File: src/rtl/dfl_axis_tx_pkg.sv
// Shared widths and the hold-slot entry type for the dataflow-to-AXI4-Stream transmitter.
package dfl_axis_tx_pkg;

    localparam int N_FIELDS   = 8;
    localparam int FIELD_BITS = 64;
    localparam int AXI_DATA_W = N_FIELDS * FIELD_BITS;
    localparam int AXI_KEEP_W = AXI_DATA_W / 8;
    localparam int IDX_W      = 16;
    localparam int CNT_W      = 32;

    typedef struct packed {
        logic                  valid;
        logic [AXI_DATA_W-1:0] data;
        logic                  last;
    } hold_entry_t;

endpackage

File: src/rtl/dfl_axis_tx.sv
// Dataflow beat/token stream to AXI4-Stream. A one-entry hold slot delays each beat until
// the next data beat or end-of-stream token reveals whether it closes a packet.
module dfl_axis_tx #(
    parameter int N_FIELDS   = 8,
    parameter int FIELD_BITS = 64
) (
    input  logic                           aclk,
    input  logic                           aresetn,
    input  logic [15:0]                    cfg_pkt_beats,
    input  logic                           in_valid,
    output logic                           in_ready,
    input  logic [FIELD_BITS-1:0]          in_data_field0,
    input  logic [FIELD_BITS-1:0]          in_data_field1,
    input  logic [FIELD_BITS-1:0]          in_data_field2,
    input  logic [FIELD_BITS-1:0]          in_data_field3,
    input  logic [FIELD_BITS-1:0]          in_data_field4,
    input  logic [FIELD_BITS-1:0]          in_data_field5,
    input  logic [FIELD_BITS-1:0]          in_data_field6,
    input  logic [FIELD_BITS-1:0]          in_data_field7,
    input  logic                           in_ctrl_valid,
    output logic                           in_ctrl_ready,
    output logic                           m_axis_tvalid,
    input  logic                           m_axis_tready,
    output logic [N_FIELDS*FIELD_BITS-1:0] m_axis_tdata,
    output logic [N_FIELDS*FIELD_BITS/8-1:0] m_axis_tkeep,
    output logic                           m_axis_tlast,
    output logic [31:0]                    cnt_beats,
    output logic [31:0]                    cnt_pkts
);
    import dfl_axis_tx_pkg::*;

    logic [FIELD_BITS-1:0]   in_fields [N_FIELDS];
    logic [AXI_DATA_W-1:0]   in_data_cat;

    hold_entry_t             hold_reg, hold_next;
    logic [IDX_W-1:0]        beat_idx_reg, beat_idx_next;
    logic [IDX_W-1:0]        cfg_lat_reg, cfg_lat_next;
    logic                    tvalid_reg, tvalid_next;
    logic [AXI_DATA_W-1:0]   tdata_reg, tdata_next;
    logic                    tlast_reg, tlast_next;
    logic [CNT_W-1:0]        cnt_beats_reg, cnt_pkts_reg;

    logic                    out_free;
    logic                    data_acc, ctrl_acc;
    logic [IDX_W-1:0]        cfg_eff, beat_inc;
    logic                    new_last;
    logic                    load_out, load_last;

    assign in_fields[0] = in_data_field0;
    assign in_fields[1] = in_data_field1;
    assign in_fields[2] = in_data_field2;
    assign in_fields[3] = in_data_field3;
    assign in_fields[4] = in_data_field4;
    assign in_fields[5] = in_data_field5;
    assign in_fields[6] = in_data_field6;
    assign in_fields[7] = in_data_field7;

    generate
        for (genvar gi = 0; gi < N_FIELDS; gi++) begin : g_pack
            assign in_data_cat[gi*FIELD_BITS +: FIELD_BITS] = in_fields[gi];
        end
    endgenerate

    // Gating with aresetn keeps both ready outputs low for the whole reset interval.
    assign out_free      = ~tvalid_reg | m_axis_tready;
    assign in_ready      = aresetn & out_free;
    assign in_ctrl_ready = aresetn & out_free & ~in_valid;
    assign data_acc      = in_valid & in_ready;
    assign ctrl_acc      = in_ctrl_valid & in_ctrl_ready;

    // The packet length is sampled on the first beat of each packet.
    assign cfg_eff  = (beat_idx_reg == '0) ? cfg_pkt_beats : cfg_lat_reg;
    assign beat_inc = beat_idx_reg + 16'd1;
    assign new_last = (cfg_eff != '0) && (beat_inc == cfg_eff);

    always_comb begin
        hold_next     = hold_reg;
        beat_idx_next = beat_idx_reg;
        cfg_lat_next  = cfg_lat_reg;
        load_out      = 1'b0;
        load_last     = 1'b0;
        tvalid_next   = tvalid_reg & ~m_axis_tready;
        tdata_next    = tdata_reg;
        tlast_next    = tlast_reg;

        if (data_acc) begin
            if (beat_idx_reg == '0) begin
                cfg_lat_next = cfg_pkt_beats;
            end
            beat_idx_next = new_last ? '0 : beat_inc;
            if (hold_reg.valid) begin
                load_out  = 1'b1;
                load_last = hold_reg.last;
            end
            hold_next = '{valid: 1'b1, data: in_data_cat, last: new_last};
        end else if (ctrl_acc) begin
            beat_idx_next = '0;
            if (hold_reg.valid) begin
                load_out  = 1'b1;
                load_last = 1'b1;
            end
            hold_next.valid = 1'b0;
        end else if (out_free && hold_reg.valid && hold_reg.last) begin
            // A packet-closing beat needs no look-ahead, so flush it immediately.
            load_out        = 1'b1;
            load_last       = 1'b1;
            hold_next.valid = 1'b0;
        end

        if (load_out) begin
            tvalid_next = 1'b1;
            tdata_next  = hold_reg.data;
            tlast_next  = load_last;
        end
    end

    always_ff @(posedge aclk) begin
        if (!aresetn) begin
            hold_reg      <= '0;
            beat_idx_reg  <= '0;
            cfg_lat_reg   <= '0;
            tvalid_reg    <= 1'b0;
            tdata_reg     <= '0;
            tlast_reg     <= 1'b0;
            cnt_beats_reg <= '0;
            cnt_pkts_reg  <= '0;
        end else begin
            hold_reg      <= hold_next;
            beat_idx_reg  <= beat_idx_next;
            cfg_lat_reg   <= cfg_lat_next;
            tvalid_reg    <= tvalid_next;
            tdata_reg     <= tdata_next;
            tlast_reg     <= tlast_next;
            if (tvalid_reg && m_axis_tready) begin
                cnt_beats_reg <= cnt_beats_reg + 32'd1;
                if (tlast_reg) begin
                    cnt_pkts_reg <= cnt_pkts_reg + 32'd1;
                end
            end
        end
    end

    assign m_axis_tvalid = tvalid_reg;
    assign m_axis_tdata  = tdata_reg;
    assign m_axis_tlast  = tlast_reg;
    assign m_axis_tkeep  = '1;
    assign cnt_beats     = cnt_beats_reg;
    assign cnt_pkts      = cnt_pkts_reg;

endmodule

File: config.mk
export PLATFORM = sky130hd
export DESIGN_NAME = dfl_axis_tx
export DESIGN_NICKNAME = d
export VERILOG_FILES = /design/src/rtl/dfl_axis_tx_pkg.sv /design/src/rtl/dfl_axis_tx.sv
export SDC_FILE = /design/constraint.sdc
export NUM_CORES = 2
export LEC_CHECK = 0
export ABC_AREA = 0
export CELL_PAD_IN_SITES_DETAIL_PLACEMENT = 1
export CELL_PAD_IN_SITES_GLOBAL_PLACEMENT = 2
export CORE_AREA = 2 2 461 463
export DETAILED_ROUTE_END_ITERATION = 6
export DIE_AREA = 0 0 463 465
export DONT_BUFFER_PORTS = 1
export GPL_TIMING_DRIVEN = 0
export PLACE_DENSITY_LB_ADDON = 0.05
export SLEW_MARGIN = 10
export SYNTH_ARGS = -nofsm -noshare
export SYNTH_HDL_FRONTEND = slang
export SYNTH_SLANG_ARGS = --single-unit
export TNS_END_PERCENT = 1
File: constraint.sdc
create_clock -name aclk -period 5.4 [get_ports aclk]
set_input_delay 1.62 -clock aclk [delete_from_list [all_inputs] [get_ports aclk]]
set_output_delay 1.62 -clock aclk [all_outputs]
set_load 0.005 [all_outputs]
==> impl_metrics.ini <==
[outcome]
outcome = complete, no violations

[final_layout]
syn2layout_area_growth_pct = 20.74
multi_input_area_mm2 = 0.01729
fin_nets = 5859
stdcell_area_mm2 = 0.05013
seq_area_mm2 = 0.02250
fill_cells = 24860
largest_reg_flops = 514
drive_above_1_share_pct = 5.467

[route]
num_vias = 35030
routedWlPerCell_um = 25.31
finalWirelength_um = 209500
drc = 0
drt_iter0_markers = 1399
drt_pre_antenna_iters = 5
antenna_left = 0
vias_per_cell = 4.232

[synth]
syn-cell-area_mm2 = 0.04152
ys_ff_latch = 1124
synth_warnings = 0
syn_inst = 5107
synth-async-reset-ratio_pct = 0
synth_cell_types = 49
seq_area_frac_synth_pct = 54.19
synthFlopType = dfxtp_1
syn_avg_cell_area_um2 = 8.131
synth_edf_count = 0

[setup_path]
start_kind = input pin
critPathSlowestCell = clkbuf_1
cp.required_ns = 6.13
arrival_ns = 5.07
crit_fanout = 10
path_depth = 8
path_cells = clkbuf_1 -> and3_1 -> clkbuf_1 -> clkbuf_1 -> clkbuf_1 -> clkbuf_1 -> nand2_1 -> nand2_1
worst_setup_path_end_kind = flop
cp_common_cell = clkbuf_1
reg2reg_depth = 11
crit_buf_inv = 5
max_stage_delay_ns = 0.68
critical_path.top_delay_family = buffers and inverters
crit_type = input pin to flop

[clocking]
clock_latency_ns = 0.81
clk_pin_slew_ns = 0.06
cts_tree = yes
postCtsHoldBufs = 0
clock_sinks = 1124
post_cts_buffers = 0
cts_repair_resize_count = 0
cts-root-buf = clkbuf_16
clockBufferDepth = 3
htreeDepth = 4
cts_made_buffers = 150

[grt]
grt_max_degree = 17
grt_pass1_vias = 35780
grt_pass1_wl_um = 289600
gr-total-overflow = 0
grt_usage_pct = 18.89
antenna_found_initial = 87

[die]
rows = 169
start_util_pct = 19.70
dieArea_mm2 = 0.2153
top_level_ports = 1177
die_h_um = 465
die_width_um = 463
core-area_mm2 = 0.2108

[sta]
holdWs_ns = 0.4473
clock_skew_ns = 0.03654
fin_crit_sh_pct = 80.43
worst_pin_slew_ns = 1.268
rsz0062_at_grt = false
hold_viol = 0
drv_slew = 0
fin_setup_tns_ns = 0
setup_viol = 0
fmax_mhz = 230.3
relSlewSlack_pct = 15.46
period_minus_slack_ns = 4.343

[power_and_ir_drop]
leakage_uw = 0.01927
ir_worst_vdd_mv = 0.3187
p_total_uw = 19920
powerDensity_mw_per_mm2 = 397.4

[place]
place_congestion = 0.8091
dp_hpwl_um = 161300
io_buffers = 0
place_area_mm2 = 0.04529

[worst_hold_path]
whs_path_depth = 2
min_path_type = flop to flop

[run]
maxCapViolations = 0
## layer usage
layer	GRT usage (%)	share of wire [%]	vias to the layer above	routed length (um)
met5	0	0.21	-	437
met4	5.016	2.5	70	5195
met3	9.492	11	331	22140
met2	33.07	49	944	102700
met1	19.95	38	16800	79060
li1	-	-	16880	-
## kinds of logic after synthesis
group / after synthesis / synth area share, %
DFF: 1124 / 54.19
muxes: 18 / 0.4429
other: 1 / 0.009031
and+or+nand+nor: 2854 / 28.51
adders and majority gates: 4 / 0.1205
AOI/OAI and AO/OA: 577 / 10.22
xor gates and xnor gates: 82 / 1.763
buffers and inverters: 447 / 4.746
## area by class of cell
cell class / instances / share of cell area [%]
Multi-Input combinational cell: 3599 / 34.48
Clock inverter: 26 / 0.6713
Clock buffer: 237 / 8.862
Antenna cell: 24 / 0.1198
Buffer: 439 / 3.881
Tap cell: 2821 / 7.040
Inverter: 8 / 0.05990
Sequential cell: 1124 / 44.88
## synthesized netlist by cell type (all sizes together), types with 2 or more instances
cell    instances  area [um2]
ha              4       50.05
a21boi        521        3911
and2           56       350.3
clkbuf        356        1336
inv             8       30.03
o211a           2       20.02
nor2           16       60.06
nand3b          3       22.52
nor3           15       75.07
nand4          22       137.6
and3           15       93.84
or3             9       56.30
o211ai          3       22.52
mux2            3       33.78
a21o            2       15.01
nor4           15       106.4
dfxtp        1124       22500
nor2b          10       62.56
and4            8       70.07
buf            83       604.3
a22oi           2       15.01
nand2        2136        8018
nand2b          6       40.04
nand3         540        2703
o21ai          32       160.2
xor2           24       210.2
xnor2          57       499.2
a21oi           7       35.03
mux2i          15       150.1
a211o           3       26.28
## path summary, 6_finish.rpt
kind / start / end / slack (ns)
max: aresetn / hold_reg[460] / 1.06
min: hold_reg[388] / m_axis_tdata[387] / 0.45
max reg2reg: beat_idx_reg[3] / beat_idx_reg[6] / 1.84
min reg2reg: hold_reg[388] / m_axis_tdata[387] / 0.45
## per-stage QoR
step           setup WS, ns  util [%]  std cells
3_5_place_dp        -0.1447     21.49       7991
6_report              1.057     23.78       8278
3_3_place_gp        -0.3852     21.48       7991
5_1_grt              0.7092     23.76       8261
4_1_cts              0.7313     23.75       8254
2_1_floorplan         1.434         -       5170
## tightest hold or removal path, cell delays in order, from the launching register on
cell and delay, ns:
dfxtp_1 0.31, nand2_1 0.05, a21boi_0 0.06
## cell usage in the layout, fill, tap and decap left out, drive strengths merged, types with 8 or more instances in the layout
| master | instances |
|---|---|
| a21boi | 521 |
| nor2 | 16 |
| clkinv | 15 |
| nor2b | 10 |
| inv | 16 |
| nand3 | 540 |
| mux2i | 15 |
| nand4 | 22 |
| or3 | 9 |
| nand2 | 2136 |
| clkbuf | 593 |
| dfxtp | 1124 |
| nor4 | 15 |
| o21ai | 32 |
| nor3 | 15 |
| xnor2 | 57 |
| and4 | 8 |
| and2 | 56 |
| and3 | 15 |
| buf | 83 |
| conb | 64 |
| diode | 24 |
| xor2 | 24 |
## where the power goes
part	switching [uW]	internal, uW
combinational	770	342
clock	4140	5750
sequential	263	8660
No activity file was read; power rests on OpenSTA's default activity.
